===== src/rtl/countdown_sched_pkg.sv =====
// Shared types and defaults for the countdown scheduler: FSM state encoding
// and the default counter width.
package countdown_sched_pkg;

  localparam int CNT_W_DEFAULT = 4;

  typedef enum logic [1:0] {
    IDLE  = 2'd0,
    COUNT = 2'd1,
    DONE  = 2'd2
  } sched_state_t;

endpackage


===== src/rtl/countdown_scheduler_rr_arbiter.sv =====
// Combinational round-robin arbiter: picks the first requester after
// last_grant (wrapping), returning both a one-hot grant and its index.
module rr_arbiter
  import countdown_sched_pkg::*;
#(
  parameter int NUM_REQ = 4,
  parameter int ID_W    = $clog2(NUM_REQ)
) (
  input  logic [NUM_REQ-1:0] req,
  input  logic [ID_W-1:0]    last_grant,
  input  logic               enable,
  output logic [NUM_REQ-1:0] grant,
  output logic [ID_W-1:0]    grant_idx
);

  logic found;
  int   idx;

  always_comb begin
    grant     = '0;
    grant_idx = '0;
    found     = 1'b0;
    idx       = 0;
    if (enable) begin
      for (int k = 1; k <= NUM_REQ; k++) begin
        idx = (int'(last_grant) + k) % NUM_REQ;
        if (!found && req[idx]) begin
          found          = 1'b1;
          grant[idx]     = 1'b1;
          grant_idx      = ID_W'(idx);
        end
      end
    end
  end

endmodule


===== src/rtl/countdown_scheduler.sv =====
// Sequencer that lends one shared down-counter to NUM_REQ timer clients in
// round-robin order and reports which client's countdown completed.
//
//   state | meaning
//   IDLE  | counter free; req_ready offered to the round-robin winner
//   COUNT | counting down the granted length (pause freezes, abort cancels)
//   DONE  | single-cycle completion pulse for grant_id
module countdown_scheduler
  import countdown_sched_pkg::*;
#(
  parameter int NUM_REQ = 4,
  parameter int CNT_W   = CNT_W_DEFAULT,
  parameter int ID_W    = $clog2(NUM_REQ)
) (
  input  logic                     clk,
  input  logic                     rst_b,
  input  logic [NUM_REQ-1:0]       req_valid,
  input  logic [NUM_REQ*CNT_W-1:0] req_len,
  output logic [NUM_REQ-1:0]       req_ready,
  input  logic                     pause,
  input  logic                     abort,
  output logic                     busy,
  output logic [ID_W-1:0]          grant_id,
  output logic [CNT_W-1:0]         count,
  output logic [CNT_W:0]           double_count,
  output logic                     done_valid,
  output logic [ID_W-1:0]          done_id
);

  sched_state_t     state_q, state_d;
  logic [CNT_W-1:0] count_q, count_d;
  logic [CNT_W:0]   dbl_q, dbl_d;
  logic [ID_W-1:0]  grant_q, grant_d;
  logic [ID_W-1:0]  last_q, last_d;

  logic [NUM_REQ-1:0] arb_grant;
  logic [ID_W-1:0]    arb_idx;
  logic [CNT_W-1:0]   sel_len;
  logic               accept;

  rr_arbiter #(
    .NUM_REQ (NUM_REQ),
    .ID_W    (ID_W)
  ) u_arb (
    .req        (req_valid),
    .last_grant (last_q),
    .enable     (state_q == IDLE),
    .grant      (arb_grant),
    .grant_idx  (arb_idx)
  );

  assign accept  = |arb_grant;
  assign sel_len = req_len[int'(arb_idx)*CNT_W +: CNT_W];

  always_comb begin
    state_d = state_q;
    count_d = count_q;
    grant_d = grant_q;
    last_d  = last_q;
    dbl_d   = {1'b0, count_q} << 1;
    case (state_q)
      IDLE: begin
        if (accept) begin
          grant_d = arb_idx;
          last_d  = arb_idx;
          count_d = sel_len;
          // A zero-length job has nothing to count, so it completes directly.
          state_d = (sel_len != '0) ? COUNT : DONE;
        end
      end
      COUNT: begin
        if (abort) begin
          state_d = IDLE;
          count_d = '0;
        end else if (!pause) begin
          count_d = count_q - CNT_W'(1);
          if (count_q == CNT_W'(1)) begin
            state_d = DONE;
          end
        end
      end
      DONE: begin
        state_d = IDLE;
      end
      default: begin
        state_d = IDLE;
        count_d = '0;
      end
    endcase
  end

  always_ff @(posedge clk or negedge rst_b) begin
    if (!rst_b) begin
      state_q <= IDLE;
      count_q <= '0;
      dbl_q   <= '0;
      grant_q <= '0;
      last_q  <= ID_W'(NUM_REQ - 1);
    end else begin
      state_q <= state_d;
      count_q <= count_d;
      dbl_q   <= dbl_d;
      grant_q <= grant_d;
      last_q  <= last_d;
    end
  end

  assign req_ready    = arb_grant;
  assign busy         = (state_q == COUNT) || (state_q == DONE);
  assign grant_id     = grant_q;
  assign count        = count_q;
  assign double_count = dbl_q;
  assign done_valid   = (state_q == DONE);
  assign done_id      = (state_q == DONE) ? grant_q : '0;

endmodule


===== config.mk =====
export PLATFORM = sky130hd
export DESIGN_NAME = countdown_scheduler
export DESIGN_NICKNAME = d
export VERILOG_FILES = /design/src/rtl/countdown_sched_pkg.sv /design/src/rtl/countdown_scheduler_rr_arbiter.sv /design/src/rtl/countdown_scheduler.sv
export SDC_FILE = /design/constraint.sdc
export NUM_CORES = 1
export LEC_CHECK = 0
export CAP_MARGIN = 15
export CORE_MARGIN = 2
export CORE_UTILIZATION = 49
export DETAILED_ROUTE_END_ITERATION = 6
export HOLD_SLACK_MARGIN = 0.15
export PLACE_DENSITY = 0.86
export RECOVER_POWER = 50
export SYNTH_ARGS = -nofsm -noshare
export SYNTH_HDL_FRONTEND = slang
export SYNTH_HIERARCHICAL = 1
export SYNTH_SLANG_ARGS = --single-unit

===== constraint.sdc =====
create_clock -name clk -period 8.23 [get_ports clk]
set_clock_uncertainty 0.05 [all_clocks]
set_input_delay 1.646 -clock clk [delete_from_list [all_inputs] [get_ports clk]]
set_output_delay 1.646 -clock clk [all_outputs]
set_load 0.005 [all_outputs]

---- Word-level counts from Yosys, hierarchy flattened ----
Cells that the tools add are included.
W data, S select, Z words.
storage, ports and cells
  output and inout bits ................... 19
  input port bits ......................... 24
  flip-flop bits (word level) ............. 14
  word-level logic and storage cells ...... 104
operators by class
  add/sub/neg operators ................... 5
  bitwise operators ....................... 8
  equal/unequal tests ..................... 6
  shifts and indexed selects .............. 1
  multiplexer cells ....................... 50
  reductions and logical operators ........ 21
  $lt $le $gt $ge ......................... 8
operator list
  kind                   number
  $mux W4                11
  $mux W2                11
  $mux W1                18
  $lt A3 B4 Y1 const B   4
  $shiftx A16 B5 Y4      1
  $ge A3 B1 Y1 const B   4
  $or A4 B4 Y4           3
  $pmux W4 S3            1
  $bmux W1 S2            4
  $demux W1 S2           4
  $reduce_or A2 Y1       4
  $logic_and A1 B1 Y1    7
  $ne A3 B3 Y1 const B   2
  $reduce_and A3 Y1      2
  $add A2 B1 Y2 const B  2
  $add A2 B2 Y2 const B  2
  $and A1 B1 Y1 const A  4
  $eq A4 B1 Y1 const B   1
  $pmux W2 S2            1
  $reduce_bool A4 Y1     1
  $reduce_or A4 Y1       1
  $sub A4 B1 Y4 const B  1
  $logic_not A1 Y1       3
  $eq A2 B1 Y1 const B   1
  other kinds (6)        6

---- Depth between registers and ports, before layout ----
Gate-level depths: netlist of the first run.
  depth in word-level cells ............... 25
  gate-level depth with buffers ........... 12
  gate-level depth less buffers ........... 10

---- By module ----
Netlist of the first run, hierarchy kept.
by module, submodules not included
  module               seq. area each (um2)  cells each  area each (um2)  times used
  countdown_scheduler  352.8                 66          807.0            1
  rr_arbiter           0.0                   47          446.7            1

---- Worst setup path after synthesis of the first run ----
OpenSTA, ideal clock, no wires.
  path type ............................... input to output
  start point ............................. in req_valid[1]
  end point ............................... out req_ready[1]
  buffers on the path ..................... 0
  path slack .............................. 3.710 ns
  arrival time ............................ 2.824 ns
  cell stages on the path ................. 3
  data required time ...................... 6.534 ns
  cell sequence ........................... mux4_2 a221o_1 a32o_1
on the way
  cells in the longest elaborated chain, start to end .. 17
  elaborated cells between the ends (all ways) .. 35
  those cells by class .................... mux: 26; bitwise: 3; reduce/logical: 6
RTL lines
  what                                        RTL line                              RTL
  from (decl)                                 countdown_scheduler.sv:17             input logic [NUM_REQ-1:0] req_valid,
  $bmux W1 S2                                 countdown_scheduler_rr_arbiter.sv:27  if (!found && req[idx]) begin
  $mux W1 (not written as such) (2 in a row)  countdown_scheduler_rr_arbiter.sv:27
  $mux W1                                     countdown_scheduler_rr_arbiter.sv:27
  $mux W1                                     countdown_scheduler_rr_arbiter.sv:24  if (enable) begin
  $logic_not A1 Y1                            countdown_scheduler_rr_arbiter.sv:27
  $logic_and A1 B1 Y1                         countdown_scheduler_rr_arbiter.sv:27
  $mux W1                                     countdown_scheduler_rr_arbiter.sv:27
  $mux W1                                     countdown_scheduler_rr_arbiter.sv:24
  $logic_not A1 Y1                            countdown_scheduler_rr_arbiter.sv:27
  $logic_and A1 B1 Y1                         countdown_scheduler_rr_arbiter.sv:27
  $mux W1                                     countdown_scheduler_rr_arbiter.sv:27
  $mux W1                                     countdown_scheduler_rr_arbiter.sv:24
  $logic_not A1 Y1                            countdown_scheduler_rr_arbiter.sv:27
  $logic_and A1 B1 Y1                         countdown_scheduler_rr_arbiter.sv:27
  $mux W4 (*)                                 countdown_scheduler_rr_arbiter.sv:27
  $mux W4 (*)                                 countdown_scheduler_rr_arbiter.sv:24
  to (decl)                                   countdown_scheduler.sv:19             output logic [NUM_REQ-1:0] req_ready,
Every way passes the cells marked *; elsewhere a longest branch is shown, timed or not. The select of a mux whose other input is x is not followed.

---- Worst setup path after layout of the first run ----
Ends and elaborated chain as after synthesis.

==> results of run 1 <==
-- cell usage after synthesis (2+ instances only) --
cell type  instances
a21oi_1            5
a221o_1            4
a22o_1             3
a22oi_1            2
a32o_1             5
and2_1             2
buf_4              2
dfrtp_1           12
dfstp_2            2
ha_1              13
inv_1              9
mux2_1             2
mux2_2             2
mux2i_1            2
mux4_2             7
nand2_1            3
nand2b_1           6
nor2_1             7
o21ai_0            2
-- cells in the final DEF, fill, tap and decap left out, drive strengths merged, types with 2 or more instances in the layout --
cell and n:
dlygate4sd3 6, o21ai 3, mux2i 3, nand2b 7, nand2 3, a32o 5, ha 13, a22oi 2
inv 9, mux2 4, and2 2, clkdlybuf4s50 35, nor2b 2, nor2 7, clkbuf 4, nor4 2
a21oi 5, dfrtp 12, a221o 5, a22o 3, dfstp 2, mux4 7
-- registers in the layout, summed over array words and instances, names as in the netlist --
| name | flops |
|---|---|
| double_count | 4 |
| count | 4 |
| grant_id | 2 |
| state_q | 2 |
| last_q | 2 |
-- through the flow --
| stage | hold WS (ns) | power [W] | std cells |
|---|---|---|---|
| global route | 0.4351 | 0.0007456 | 184 |
| finish | 0.4162 | 0.0006906 | 184 |
| global placement | 0.3902 | 0.0006156 | 180 |
| detailed placement | 0.3884 | 0.0006443 | 180 |
| floorplan | 0.3805 | 0.0004845 | 113 |
| CTS | 0.4149 | 0.0006968 | 184 |
-- cells by family after synthesis --
family	Yosys count	share of synthesized area (%)
flops	14	28.14
compound gates	31	20.36
mux	14	18.86
other cells	1	0.2991
buf+inv	13	5.189
simple gates	27	14.17
fa+ha+maj	13	12.97
-- path summary, 6_finish.rpt --
| path | start | to | slack [ns] | depth (start not counted) |
|---|---|---|---|---|
| min reg2reg | count[1]$_DFFE_PN0P_ | double_count[2]$_DFF_PN0_ | 0.42 | 0 |
| min in group asynchronous | rst_b | count[1]$_DFFE_PN0P_ | 1.75 | 1 |
| min | count[1]$_DFFE_PN0P_ | double_count[2]$_DFF_PN0_ | 0.42 | 0 |
| max reg2reg | last_q[0]$_DFFE_PN1P_ | state_q[1]$_DFFE_PN0P_ | 4.33 | 10 |
| max | req_valid[1] | req_ready[1] | 2.58 | 6 |
| max in group asynchronous | rst_b | state_q[0]$_DFFE_PN0P_ | 5.98 | 1 |
-- layout make-up --
type	instances	area, um^2	area share (%)
inverters	9	33.78	1.979
well taps	30	37.54	2.199
flip-flops and latches	14	352.8	20.67
clock buffers	4	36.28	2.126
repair buffers	41	410.4	24.05
multi-input cells	86	835.8	48.97
-- per-layer routing --
| layer | up-vias | global-route usage (%) |
|---|---|---|
| met2 | 51 | 38.10 |
| met3 | 6 | 4.372 |
| met1 | 523 | 29.53 |
| met4 | 0 | 9.167 |
| li1 | 517 | - |
| met5 | - | 0 |
-- critical path, delay by kind of cell --
kind / cells / cell delay [ns]
compound gates: 2 / 0.43
buf+inv: 2 / 1.05
mux: 1 / 0.62
simple gates: 1 / 0.21
-- where the power goes --
part	total [W]	internal (W)	switching, W
Sequential	0.000143	0.000106	0.0000374
Clock	0.0000508	0.0000269	0.0000239
Combinational	0.000497	0.000265	0.000231
Total	0.000691	0.000398	0.000293
==> results.ini, run 1 <==
[detailed_routing]
count_of_tritonroute_iterations_in_the_first_routing_pass = 4
wirelength_met1_um = 1305
detail-route-antenna-nets = 0
detailroute.wirelength.met2_um = 1514
via_count = 1097
violation_count_after_the_first_detailed_routing_iteration = 19
top_signal_layer_used = met4
detail_route.drc_violations = 0
routed_via_density = 5.962
route.detailed.wl_per_inst_um = 16.51
route.final.wire_length_um = 3037
met3_wirelength_um = 180

[yosys]
share_of_the_synthesized_area_in_the_top_cell_type_pct = 23.95
syn_area_per_cell_um2 = 11.09
seq_area_frac_synth_pct = 28.14
synth_warnings = 6
ys_ff_latch = 14
syn_area_um2 = 1254
synth_edf_count = 0
synth.lib_cells_used.distinct = 42
synth.net_count = 150
asyncSetResetFlopFracSynth_pct = 100.0
synthTopCellsByArea = dfrtp_1 24%, ha_1 13%, mux4_2 13%
synth_area_leader_cell = dfrtp_1
syn-instance-count = 113
synth_ff_type = dfrtp_1

[sta]
timing.final.max_slew_violations = 0
setup_violations = 0
postLayoutSetupSlackWorst_ns = 2.584
max_freq_mhz = 177.1
min_period_ns = 5.646
slew_headroom_pct = 58.90
timing_hold_violations_final = 0
rsz0062_at_grt = false
timing_worst_slew_pin_value_ns = 0.6144
setup_total_negative_slack_ns = 0
final.period_utilization_pct = 68.60

[worst_hold_path]
hold_path_class = flop to flop

[critical_path]
crit_path_max_fanout = 7
slowest_delay_ns = 0.62
crit_required_ns = 6.53
setup.worst_path.end_class = primary output
crit_path_top_delay_cell = mux4_2
crit_chain = clkdlybuf4s50_1 > mux4_2 > nor2b_4 > a221o_1 > a32o_1 > clkdlybuf4s50_1
critPathKind = input port to primary output
worst_ep_arrival_time_ns = 3.95
cp_common_cell = clkdlybuf4s50_1
worst_setup_path_start_kind = input port

[clocking]
clk_transition_reported_paths_ns = 0.09
cts.sink_count = 14
clock_tree.root_cell = clkbuf_4
cts_tree = built
cts_repair_resize_count = 0
cts_setup_buffers = 0
tritoncts.num_buffers = 3
clk_latency_worst_skew_pair_ns = 0.29
number_of_hold_repair_buffers_added_at_the_cts_stage = 0
ctsLongestPathBuffers = 2
clock_tree.htree_level_count = 1

[global_route]
grt_pass1_vias = 1099
grt_antenna_before_repair = 0
remaining_global_route_overflow = 0
largest_net_degree_at_the_start_of_global_routing = 17
gr-usage-all-layers_pct = 23.09
grt_pass1_wl_um = 4885

[power_and_ir_drop]
power_leakage_nw = 0.7090
worst_ir_drop_vdd_mv = 0.2628
power.density_cell_area_nw_per_um2 = 404.7

[cells_and_area]
area_growth_syn_to_layout_pct = 36.13
number_of_diodes_added_for_antenna_fixing = 0
fraction_of_layout_cells_with_a_size_suffix_above_1_pct = 14.29
post-route-util_pct = 69.52
num-nets-final = 192
num-fill-cells = 192
design_area_um2 = 1707

[place]
dp_hpwl_um = 2381
placed_cell_area_um2 = 1670
gp_routability_congestion = 0.8583
place.port_buffers = 41
detailedPlace.worstSlack_ns = 2.595

[run]
cap_violations = 0

[floorplanning]
std_cell_rows = 18
floorplan.io_pins = 43
dieHeight_um = 54.58
core_box_area_um2 = 2455
start_util_pct = 51.07
overall_die_area_um2 = 2979
fp.dieW_um = 54.58

[status]
outcome = finished clean

Power figures use the tool's default switching activity.
==> run 2, diff against run 1 <==
Settings changed: CORE_UTILIZATION 49 to 41, PLACE_DENSITY 0.86 to 0.76.
Clock period 8.23 ns to 4.7 ns, I/O delays scaled along.
==> run 2 against run 1 <==
  * Final cell count increased by 1.6%
  * First-iteration DRC count grew 74%
  * Non-clock buffer count stayed put
==> results.ini, run 2 (same netlist as run 1, synthesis figures left out) <==
[status]
outcome = finished clean

[cells_and_area]
num-nets-final = 192  ; unchanged
leading_cell_type_in_the_layout_fill_and_taps_excluded = clkdlybuf4s50_1
area_growth_syn_to_layout_pct = 36.43
number_of_diodes_added_for_antenna_fixing = 0  ; unchanged
final_cell_mix = 35 x clkdlybuf4s50_1, 13 x ha_1, 12 x dfrtp_1, 9 x inv_1
post-route-util_pct = 57.44  ; -12 points
fraction_of_layout_cells_with_a_size_suffix_above_1_pct = 14.29  ; unchanged
design_area_um2 = 1710  ; +0.22%

[floorplanning]
dieHeight_um = 59.30  ; +8.6%
floorplan.io_pins = 43  ; unchanged
overall_die_area_um2 = 3516  ; +18%
core_box_area_um2 = 2978  ; +21%
fp.dieW_um = 59.30  ; +8.6%
start_util_pct = 42.10  ; -9.0 points
std_cell_rows = 20  ; +2

[clocking]
clock_tree.root_cell = clkbuf_4
clk_latency_worst_skew_pair_ns = 0.28  ; about the same
cts_repair_resize_count = 0  ; unchanged
cts_tree = built
number_of_hold_repair_buffers_added_at_the_cts_stage = 0  ; unchanged
cts.sink_count = 14  ; unchanged
tritoncts.num_buffers = 3  ; unchanged
clk_transition_reported_paths_ns = 0.09  ; about the same
cts_setup_buffers = 0  ; unchanged
ctsLongestPathBuffers = 2  ; unchanged
clock_tree.htree_level_count = 1  ; unchanged

[place]
detailedPlace.worstSlack_ns = 0.4664  ; -2.128 ns
place.port_buffers = 41  ; unchanged
gp_routability_congestion = 0.8521  ; -0.72%
placed_cell_area_um2 = 1674  ; +0.23%
dp_hpwl_um = 2225  ; -6.6%

[sta]
max_freq_mhz = 231.0
rsz0062_at_grt = false
setup_total_negative_slack_ns = 0  ; unchanged
slew_headroom_pct = 56.91  ; -2.0 points
timing.final.max_slew_violations = 0  ; unchanged
final.period_utilization_pct = 92.12
timing_hold_violations_final = 0  ; unchanged
setup_violations = 0  ; unchanged
postLayoutSetupSlackWorst_ns = 0.3704  ; -2.214 ns
timing_worst_slew_pin_value_ns = 0.6443  ; +0.02985 ns
min_period_ns = 4.330

[detailed_routing]
detail_route.drc_violations = 0  ; unchanged
count_of_tritonroute_iterations_in_the_first_routing_pass = 4  ; unchanged
detail-route-antenna-nets = 0  ; unchanged
via_count = 1082  ; -1.4%
route.detailed.wl_per_inst_um = 14.65  ; -11%
violation_count_after_the_first_detailed_routing_iteration = 33  ; +14
route.final.wire_length_um = 2739  ; -9.8%
routed_via_density = 5.786  ; -2.9%

[critical_path]
reg2reg_depth = 10  ; unchanged
critPathKind = flop to primary output
worst_setup_path_start_kind = flop
worst_ep_arrival_time_ns = 3.34  ; -0.61 ns
setup.worst_path.end_class = primary output
crit_required_ns = 3.71  ; -2.82 ns
crit_path_max_fanout = 16  ; +9

[global_route]
grt_pass1_vias = 1076  ; -2.1%
gr-usage-all-layers_pct = 17.75  ; -5.3 points
grt_pass1_wl_um = 4774  ; -2.3%
remaining_global_route_overflow = 0  ; unchanged
largest_net_degree_at_the_start_of_global_routing = 17  ; unchanged
grt_antenna_before_repair = 0  ; unchanged

[power_and_ir_drop]
p_comb_share_pct = 71.5  ; -0.4 points
internal_power_w = 0.0006952  ; +75%
seq_power_share_pct = 21.1  ; +0.4 points
worst_ir_drop_vdd_mv = 0.2739  ; +4.2%
power_leakage_nw = 0.7090  ; unchanged
clock_power_share_pct = 7.4  ; about the same
p_switching_w = 0.0004860  ; +66%
swShare_pct = 41.14  ; -1.2 points
power.density_cell_area_nw_per_um2 = 690.6  ; +71%

[worst_hold_path]
hold_path_class = flop to flop
timing.hold.worst_path_depth = 0  ; unchanged

[run]
cap_violations = 0  ; unchanged

[run 2: layout make-up]
cell class              instances  area, um^2
fillers                       254        1267
multi-input cells              86       835.8
repair buffers                 41       410.4
flip-flops and latches         14       352.8
well taps                      33       41.29
clock buffers                   4       36.28
inverters                       9       33.78
[run 2: path summary, 6_finish.rpt]
| check | from | endpoint | slack [ns] |
|---|---|---|---|
| worst max register to register | last_q[0]$_DFFE_PN1P_ | state_q[1]$_DFFE_PN0P_ | 0.89 |
| min in group asynchronous | rst_b | count[1]$_DFFE_PN0P_ | 1.06 |
| worst min-delay path | count[3]$_DFFE_PN0P_ | double_count[4]$_DFF_PN0_ | 0.42 |
| worst max-delay path | last_q[0]$_DFFE_PN1P_ | req_ready[1] | 0.37 |
| max in group asynchronous | rst_b | grant_id[1]$_DFFE_PN0P_ | 3.12 |
| worst min register to register | count[3]$_DFFE_PN0P_ | double_count[4]$_DFF_PN0_ | 0.42 |
[run 2: metrics by stage]
step | power, W | instances | hold slack [ns]
CTS | 0.001203 | 187 | 0.4147
global placement | 0.001082 | 183 | 0.3916
global route | 0.001295 | 187 | 0.4396
detailed placement | 0.001112 | 183 | 0.3909
finish | 0.001181 | 187 | 0.4185
floorplan | 0.0008485 | 113 | 0.3805
[run 2: per-layer routing]
layer	share of wire, %	vias up	GRT usage [%]	routed length, um
met5	0	-	0	0
met4	2.2	0	8.442	60
met3	4.9	8	3.057	135
met2	50	38	30.46	1368
met1	43	519	21.35	1174
li1	-	517	-	-
[run 2: critical path: stages (launching register included)]
cell             delay (ns)
dfstp_2                0.74
inv_1                  0.17
ha_1                   0.41
mux4_2                 0.53
nor2b_4                0.16
a221o_1                0.30
a32o_1                 0.30
clkdlybuf4s50_1        0.46
[run 2: power groups by stage]
stage / combinational (W) / clock [W] / sequential, W
after floorplan: 0.000614 / 0 / 0.000235
after global placement: 0.000832 / 0 / 0.000250
after detailed placement: 0.000858 / 0 / 0.000254
after CTS: 0.000863 / 0.0000893 / 0.000251
after global routing: 0.000939 / 0.0000943 / 0.000261
final: 0.000845 / 0.0000869 / 0.000250
==> run 3, diff against run 2 <==
Settings changed: GPL_ROUTABILITY_DRIVEN from default to 0.
==> results of run 3 <==
No change in the layout: final DEF, timing and power equal those of run 2.
